--- src/rtl/ser_addsub_seq.sv ---
// Bit-serial adder/subtractor: parallel load, LSB-first full-adder slice,
// serial sum stream plus assembled parallel result with carry/overflow flags.
module ser_addsub_seq #(
    parameter int WIDTH = 16,
    localparam int CNTW = $clog2(WIDTH + 1)
) (
    input  logic             clk,
    input  logic             reset,
    input  logic             start,
    input  logic             sub,
    input  logic [WIDTH-1:0] in1,
    input  logic [WIDTH-1:0] in2,
    output logic             busy,
    output logic             sum_bit,
    output logic             sum_valid,
    output logic             done,
    output logic [WIDTH-1:0] result,
    output logic             cout,
    output logic             ovf
);

    typedef enum logic [1:0] {
        S_IDLE,
        S_SHIFT,
        S_DONE
    } state_t;

    localparam logic [CNTW-1:0] LAST = CNTW'(WIDTH - 1);

    state_t           r_state;
    state_t           w_next;
    logic [WIDTH-1:0] r_a;
    logic [WIDTH-1:0] r_b;
    logic [WIDTH-1:0] r_result;
    logic [CNTW-1:0]  r_cnt;
    logic             r_carry;
    logic             r_cout;
    logic             r_ovf;

    logic             w_load;
    logic             w_shift;
    logic             w_last;
    logic             w_sum;
    logic             w_cnext;

    // One full-adder slice on the current LSBs
    assign w_sum   = r_a[0] ^ r_b[0] ^ r_carry;
    assign w_cnext = (r_a[0] & r_b[0]) | (r_a[0] & r_carry)
                   | (r_b[0] & r_carry);
    assign w_last  = (r_cnt == LAST);

    always_ff @(posedge clk or negedge reset) begin
        if (!reset) begin
            r_state <= S_IDLE;
        end else begin
            r_state <= w_next;
        end
    end

    always_comb begin
        w_next  = r_state;
        w_load  = 1'b0;
        w_shift = 1'b0;
        unique case (r_state)
            S_IDLE: begin
                if (start) begin
                    w_load = 1'b1;
                    w_next = S_SHIFT;
                end
            end
            S_SHIFT: begin
                w_shift = 1'b1;
                if (w_last) begin
                    w_next = S_DONE;
                end
            end
            S_DONE: begin
                w_next = S_IDLE;
            end
            default: begin
                w_next = S_IDLE;
            end
        endcase
    end

    // Subtraction folds into addition: ~B with carry-in of 1
    always_ff @(posedge clk or negedge reset) begin
        if (!reset) begin
            r_a      <= '0;
            r_b      <= '0;
            r_result <= '0;
            r_cnt    <= '0;
            r_carry  <= 1'b0;
            r_cout   <= 1'b0;
            r_ovf    <= 1'b0;
        end else if (w_load) begin
            r_a     <= in1;
            r_b     <= sub ? ~in2 : in2;
            r_carry <= sub;
            r_cnt   <= '0;
        end else if (w_shift) begin
            r_a      <= {1'b0, r_a[WIDTH-1:1]};
            r_b      <= {1'b0, r_b[WIDTH-1:1]};
            r_result <= {w_sum, r_result[WIDTH-1:1]};
            r_carry  <= w_cnext;
            r_cnt    <= r_cnt + CNTW'(1);
            if (w_last) begin
                r_cout <= w_cnext;
                r_ovf  <= r_carry ^ w_cnext;
            end
        end
    end

    assign busy      = w_shift;
    assign sum_valid = w_shift;
    assign sum_bit   = w_shift & w_sum;
    assign done      = (r_state == S_DONE);
    assign result    = r_result;
    assign cout      = r_cout;
    assign ovf       = r_ovf;

endmodule

--- config.mk ---
export PLATFORM = sky130hd
export DESIGN_NAME = ser_addsub_seq
export DESIGN_NICKNAME = d
export VERILOG_FILES = /design/src/rtl/ser_addsub_seq.sv
export SDC_FILE = /design/constraint.sdc
export NUM_CORES = 1
export LEC_CHECK = 0
export ABC_AREA = 1
export CAP_MARGIN = 20
export CORE_MARGIN = 5
export CORE_UTILIZATION = 25
export DETAILED_ROUTE_END_ITERATION = 10
export GPL_TIMING_DRIVEN = 0
export PLACE_DENSITY_LB_ADDON = 0.2
export SYNTH_ARGS = -nofsm -noshare
export SYNTH_HDL_FRONTEND = slang
export SYNTH_SLANG_ARGS = --single-unit
--- constraint.sdc ---
create_clock -name clk -period 3.9 [get_ports clk]
set_clock_uncertainty 0.2 [all_clocks]
set_input_delay 0.585 -clock clk [delete_from_list [all_inputs] [get_ports clk]]
set_output_delay 0.585 -clock clk [all_outputs]
set_load 0.005 [all_outputs]
# After elaboration in Yosys (flattened, before gate mapping)
# Index checks and enable logic that the tools add are counted.
dict set report totals {
  register_bits 58
  inputBits 36
  out_inout_bits 22
  word_cells 45
}
dict set report classes {
  n_addsub 1
  n_eq_ne 5
  muxes 15
  bitwise_logic 11
  reduce_logical 5
}
# op n
set op_table {}
lappend op_table {{2-to-1 mux 16 bit} 5}
lappend op_table {{NOT 16 bit} 1}
lappend op_table {{2-to-1 mux 5 bit} 2}
lappend op_table {{adder 5 x 1 -> 5 bit (second input constant)} 1}
lappend op_table {{== test 5 x 4 -> 1 bit (second input constant)} 1}
lappend op_table {{2-to-1 mux 1 bit} 5}
lappend op_table {{bitwise AND 1 bit} 4}
lappend op_table {{2-to-1 mux 2 bit} 2}
lappend op_table {{inequality test 2 bit (second input constant)} 2}
lappend op_table {{one-hot mux 2 bit (2 select lines)} 1}
lappend op_table {{AND reduction 2 bit} 2}
lappend op_table {{AND reduction 3 bit} 1}
lappend op_table {{bitwise XOR 1 bit} 3}
lappend op_table {{== test 2 x 1 -> 1 bit (second input constant)} 1}
lappend op_table {{== test 2 bit (second input constant)} 1}
lappend op_table {{zero test 2 bit} 1}
lappend op_table {{bitwise OR 1 bit} 2}
lappend op_table {{nonzero test 2 bit} 1}
lappend op_table {{NOT 1 bit} 1}

# Longest topological paths before layout
# Gate-level depths: netlist (run 1).
dict set report depth {
  depth_word 5
  ltp_mapped 8
  ltp_nobuf 8
}

# Worst setup path after synthesis (run 1)
# No wires, ideal clock.
dict set report synth_path {
  path_type {reg2out}
  startpoint {register r_a[0]}
  endpoint {output port sum_bit}
  arrival_time_ns 1.070
  required_ns 3.115
  setup_slack_ns 2.045
  path_stages_with_launch 4
  n_path_buf 0
  cell_sequence {dfrtp_1 -> fa_1 -> inv_1 -> nor2_1}
}
dict set report synth_between {
  elab_chain_len 3
}
# item line_no
set synth_rtl {}
lappend synth_rtl {{start: declaration} 32} ;# logic [WIDTH-1:0] r_a;
lappend synth_rtl {{start signal: assignment} 97} ;# r_a <= in1;
lappend synth_rtl {{start signal: assignment} 102} ;# r_a <= {1'b0, r_a[WIDTH-1:1]};
lappend synth_rtl {{bitwise XOR 1 bit (2 in series)} 47} ;# assign w_sum = r_a[0] ^ r_b[0] ^ r_carry;
lappend synth_rtl {{via w_sum} 43} ;# logic w_sum;
lappend synth_rtl {{bitwise AND 1 bit} 116} ;# assign sum_bit = w_shift & w_sum;
lappend synth_rtl {{end: declaration} 14} ;# output logic sum_bit,
# The timed path passes the listed nets, and every way through them passes these cells.

# Worst setup path in the final report (run 1)
# Same ends and word-level chain as after synthesis.

==> metrics.txt, run 1 <==
post-synthesis sequential area ratio=51.74%; RSZ-0062 raised after global routing=no; CTS tree=yes; max-cap viol count=0; final core utilization=35.48%; number of diodes=0; P&R area growth vs syn=38.31%; TNS Setup=0 ns; final WL=roughly 7000 µm; post-synth top area share=51.74%; Overflow after GRT=0; total number of vias=2470; synth cell count leaders=nand2_1, nand3_1, dfrtp_1; cell leakage power=approximately 1.8 nW; initial core utilization=25.65%; Placement Setup Slack=around 1.4 ns; Placer Congestion=0.7248; Final Cell Area=0.003880 mm²; area post-placement=0.003546 mm²; top-level port count=58; row count=38; Clock Path Buffers=2; number of DRC markers in iteration 0=107; Tot GR Track Use=11.33%; Post-route DRC=0; DP HPWL=between 5000 and 6000 µm; final setup violation count=0; Die Y=around 120 µm; number of synthesized flops with an enable pin=0; postcts setup bufs=0; PostCTS Resize Cnt=0; #FFs+latches synth=58; Synth area leader=dfrtp_1; setup ws final=between 1 and 1.5 ns; Num CTS Buffers=9; Core Box Area=~0.011 mm²; Clk pin slew, worst setup/hold paths=0.05 ns; slowest CP cell=fa_1; Slew headroom=64.96%; Tmin final=2.791 ns; Max VDD drop=0.2641 mV; Setup crit end kind=primary output; Synth cell types=26; Die Area=approximately 0.013 mm²; hold crit path type=primary input to asynchronous set/reset pin; CP Cell Sequence=fa_1 > inv_1 > nor2_1 > clkdlybuf4s50_1; initial antenna violation count=0; first-pass GRT wire length=11990 µm; top cells by area, synth=dfrtp_1, nand2_1, nand3_1; Power, Total=2.885 mW; largest net degree at the start of global routing=38; CP Class=register to primary output; Routed wire per std cell=about 13 µm; Final Hold Vio Count=0; 1st-pass router iterations=4; period utilisation layout=71.56%; required time worst endpoint=around 3.1 ns; Primary FF master, synth=dfrtp_1; clk root buf=clkbuf_16; CP Launch Type=register; Slew Limit Fails=0; clk sink count=58; PD cells=~740 mW/mm²; CTS Hold Bufs=0; Worst Tran Pin Value=0.5255 ns; final net count=447; Vias/cell=4.467; Syn Inst Count=341; Max Fclk=358.3 MHz; clk_lat worst skew=0.32 ns; vias in the first global route=2460; Mapped Area=approximately 0.0028 mm²; Worst Path Arrival=around 2.0 ns; ratio of cells with drive above 1 in the final layout=10.90%; Synth Area per Inst=8.226 µm²; worst-path fanout max=2; Syn Nets=380; Post-DRT Antenna Nets=0; IO Port Bufs=55; Fill cells=1181; ys async rst share=100.0%; outcome=complete, no violations; CP max stage delay=0.54 ns; Synthesis Warnings=0; Die Wd=115.9 µm; most frequent cell after synthesis=nand2_1; H-Tree Depth=3
-- layout by cell type, fill, tap and decap left out, drive strengths merged, types with 3 or more instances in the layout --
master / n
nand2: 110
nand3: 66
bufinv: 3
o21ai: 21
nand4: 15
nor2: 8
buf: 23
clkbuf: 11
dfrtp: 58
clkinv: 3
inv: 33
clkdlybuf4s50: 54
-- where the power goes --
group | leakage [nW] | total [mW] | switching, mW | internal (mW)
combinational | 0.930 | 0.990 | 0.505 | 0.485
sequential | 0.746 | 1.01 | 0.156 | 0.852
clock | 0.166 | 0.887 | 0.268 | 0.619
total | 1.84 | 2.89 | 0.929 | 1.96
-- state kept, by name, indices dropped and copies added (netlist names) --
| register | cells |
|---|---|
| r_cnt | 5 |
| r_state | 2 |
| cout | 1 |
| r_b | 16 |
| ovf | 1 |
| result | 16 |
| r_carry | 1 |
| r_a | 16 |
-- stage by stage --
stage / std cells / hold slack (ns)
5_1_grt: 553 / 0.06799
3_5_place_dp: 537 / 0.2797
6_report: 553 / 0.03062
4_1_cts: 553 / 0.04852
2_1_floorplan: 341 / 0.08941
3_3_place_gp: 536 / 0.2719
-- cells by family after synthesis --
family	count (synthesis)	synth area share [%]
buffers and inverters	55	9.902
AO/OA/AOI/OAI	24	4.416
XOR/XNOR	2	0.6246
adder cells (fa/ha/maj)	3	1.606
AND/OR/NAND/NOR	199	31.71
flip-flops	58	51.74
-- critical path, delay by kind of cell, from the launching register on --
kind	cells	cell delay, ns
AND/OR/NAND/NOR	1	0.17
adder cells (fa/ha/maj)	1	0.54
flip-flops	1	0.40
buffers and inverters	2	0.58
-- worst paths after layout --
kind	from	end	slack, ns	cells past startpoint
setup / recovery	r_a[0]$_DFFE_PN0P_	sum_bit	1.11	4
max in group asynchronous	reset	r_b[1]$_DFFE_PN0P_	2.88	2
hold reg to reg	result[0]$_DFFE_PN0P_	result[0]$_DFFE_PN0P_	0.29	2
hold / removal	reset	r_a[11]$_DFFE_PN0P_	0.03	1
min in group clk	result[0]$_DFFE_PN0P_	result[0]$_DFFE_PN0P_	0.29	2
setup reg to reg	r_a[0]$_DFFE_PN0P_	result[15]$_DFFE_PN0P_	2.34	4
-- per-layer routing --
| metal | wire length, µm | global-route usage [%] | vias up |
|---|---|---|---|
| li1 | - | - | 1238 |
| met1 | 3225 | 14.40 | 1188 |
| met2 | 3419 | 17.99 | 35 |
| met3 | 212 | 2.507 | 9 |
| met4 | 99 | 6.032 | 0 |
| met5 | 0 | 0 | - |
-- cell type report --
class                           count  area, µm²  share of cell area (%)
Clock inverter                      6      105.1                   2.709
Buffer                             22      151.4                   3.902
Tap cell                          140      175.2                   4.515
Timing Repair Buffer               56      565.5                   14.58
Sequential cell                    58       1451                   37.41
Inverter                           33      126.4                   3.257
Clock buffer                       10      229.0                   5.901
Multi-Input combinational cell    228       1076                   27.73
Note: power is estimated with default switching activity, not from simulation.
==> inputs of run 2 (changes only) <==
clock period = 2.8 ns   (was 3.9 ns; I/O delays follow)
==> run 2 against run 1 <==
  * Global-route usage barely moved
  * Via count about the same
  * Register-to-register slack got worse by 1.1 ns
  * Combinational power rose by 39%
  * Count of clock-buffer cells in the layout did not move
  * Cell count rose by 0.18%
  * Wire length up 0.26%
  * Sequential cell count stayed put
  * Worst hold slack better by 0.23 ns
  * Sequential power is 39% higher
  * Clock power is 40% higher
  * Critical path depth is the same
  * Critical endpoint unchanged
  * Largest cell class unchanged
==> metrics.txt, run 2 (same netlist as run 1, synthesis figures left out) <==
outcome=complete, no violations; commonest cells after routing, fill and taps aside=nand2_1, nand3_1, dfrtp_1; total number of vias=2468; 1st-pass router iterations=4; max-cap viol count=0; Core Box Area=0.01094 mm²; CP Launch Type=register; Worst R2R Start=r_a[0]$_DFFE_PN0P_; Clock Path Buffers=2; Slew headroom=64.71%; routed wl met2=3418 µm; Num CTS Buffers=9; slowest CP cell=fa_1; PostCTS Resize Cnt=0; Placer Congestion=0.7248; met3 WL=between 200 and 250 µm; CTS tree=yes; final setup violation count=0; postcts setup bufs=0; row count=38; commonest non-fill, non-tap cell in the layout=nand2_1; Tot GR Track Use=11.34%; TNS Setup=0 ns; CP max stage delay=approximately 0.54 ns; crit-path leading delay family=buffers and inverters; Final Hold Vio Count=0; worst r2r path cells=4; FF-to-FF End=result[15]$_DFFE_PN0P_; Clk pin slew, worst setup/hold paths=0.05 ns; Vias/cell=roughly 4.5; initial antenna violation count=0; P&R area growth vs syn=38.67%; Tmin final=roughly 2.6 ns; PD cells=1034 mW/mm²; CTS Hold Bufs=1; Setup crit end kind=primary output; ratio of cells with drive above 1 in the final layout=10.87%; number of diodes=0; Overflow after GRT=0; CP Cell Sequence=fa_1 > inv_1 > nor2_1 > clkdlybuf4s50_1; worst-path fanout max=2; Routed wire per std cell=12.59 µm; top layer used by detailed routing=met4; CP Class=register to primary output; final WL=about 7000 µm; Die Area=approximately 0.013 mm²; final net count=448; cell leakage power=1.846 nW; vias in the first global route=2455; CP bufs+invs=2; hold crit path type=primary input to register; Die Wd=115.9 µm; clk sink count=a little under 60; largest net degree at the start of global routing=38; R2R setup slack=1.24 ns; Power, Total=4.021 mW; Max Fclk=380.9 MHz; WL met1=3244 µm; critical path depth in cells=4; Post-DRT Antenna Nets=0; IO Port Bufs=55; period utilisation layout=roughly 94%; Slew Limit Fails=0; Max VDD drop=0.3678 mV; Worst Tran Pin Value=roughly 0.53 ns; hold_sp=start; Reg area=0.001451 mm²; first-pass GRT wire length=12000 µm; DP HPWL=5031 µm; number of DRC markers in iteration 0=108; H-Tree Depth=3; CP endpoint=sum_bit; Multi-input gate area=between 0.001 and 0.0015 mm²; Hold Worst Slack=0.2583 ns; RSZ-0062 raised after global routing=no; Worst Path Arrival=2.01 ns; Die Y=115.9 µm; clk root buf=clkbuf_16; initial core utilization=approximately a quarter; clk_lat worst skew=0.32 ns; Critical path origin=r_a[0]$_DFFE_PN0P_; required time worst endpoint=2.18 ns; Fill cells=about 1200; Post-route DRC=0; top-level port count=a little under 60
run 2: cell types whose count changed in the layout (fill, tap and decap cells not counted), sizes merged:
cell / previous run / this run
dlygate4sd3: 0 / 1
run 2: layout make-up:
type | count | share of cell area (%)
Timing Repair Buffer | 57 | 14.80
Clock inverter | 6 | 2.702
Inverter | 33 | 3.249
Sequential cell | 58 | 37.31
Clock buffer | 10 | 5.886
Multi-Input combinational cell | 228 | 27.66
Buffer | 22 | 3.892
Tap cell | 140 | 4.503
run 2: how the worst min path moves through the flow:
| stage | to | slack [ns] | depth (start not counted) |
|---|---|---|---|
| floorplan | cout$_DFFE_PN0P_ | -0.08 | 0 |
| global placement | r_a[1]$_DFFE_PN0P_ | 0.27 | 2 |
| detailed placement | r_a[11]$_DFFE_PN0P_ | 0.23 | 1 |
| CTS | r_b[4]$_DFFE_PN0P_ | 0.26 | 3 |
| global route | r_b[4]$_DFFE_PN0P_ | 0.29 | 3 |
| finish | r_b[4]$_DFFE_PN0P_ | 0.26 | 3 |
run 2: power breakdown:
group | internal (mW) | leakage, nW | switching, mW
clock | 0.863 | 0.166 | 0.373
sequential | 1.19 | 0.746 | 0.217
combinational | 0.676 | 0.934 | 0.704
total | 2.73 | 1.85 | 1.29
run 2: metrics by stage:
stage / setup slack, ns / area [µm²] / utilization, % / cells
after CTS: 0.1118 / 3890 / 35.57 / 554
after global placement: -0.8240 / 3531 / 32.29 / 536
after floorplan: 1.110 / 2805 / - / 341
after detailed placement: 0.4629 / 3546 / 32.43 / 537
final: 0.1743 / 3890 / 35.57 / 554
after global routing: 0.07571 / 3890 / 35.57 / 554
run 2: worst reg2reg max path: stages (launching register included):
cell and delay (ns):
dfrtp_1 0.40, fa_1 0.54, inv_1 0.04, nor2_1 0.17
o21bai_1 0.14
run 2: routing by layer:
layer,track usage (%),vias to the layer above
li1,-,1240
met1,14.43,1184
met2,17.99,35
met3,2.507,9
met4,6.032,0
met5,0,-
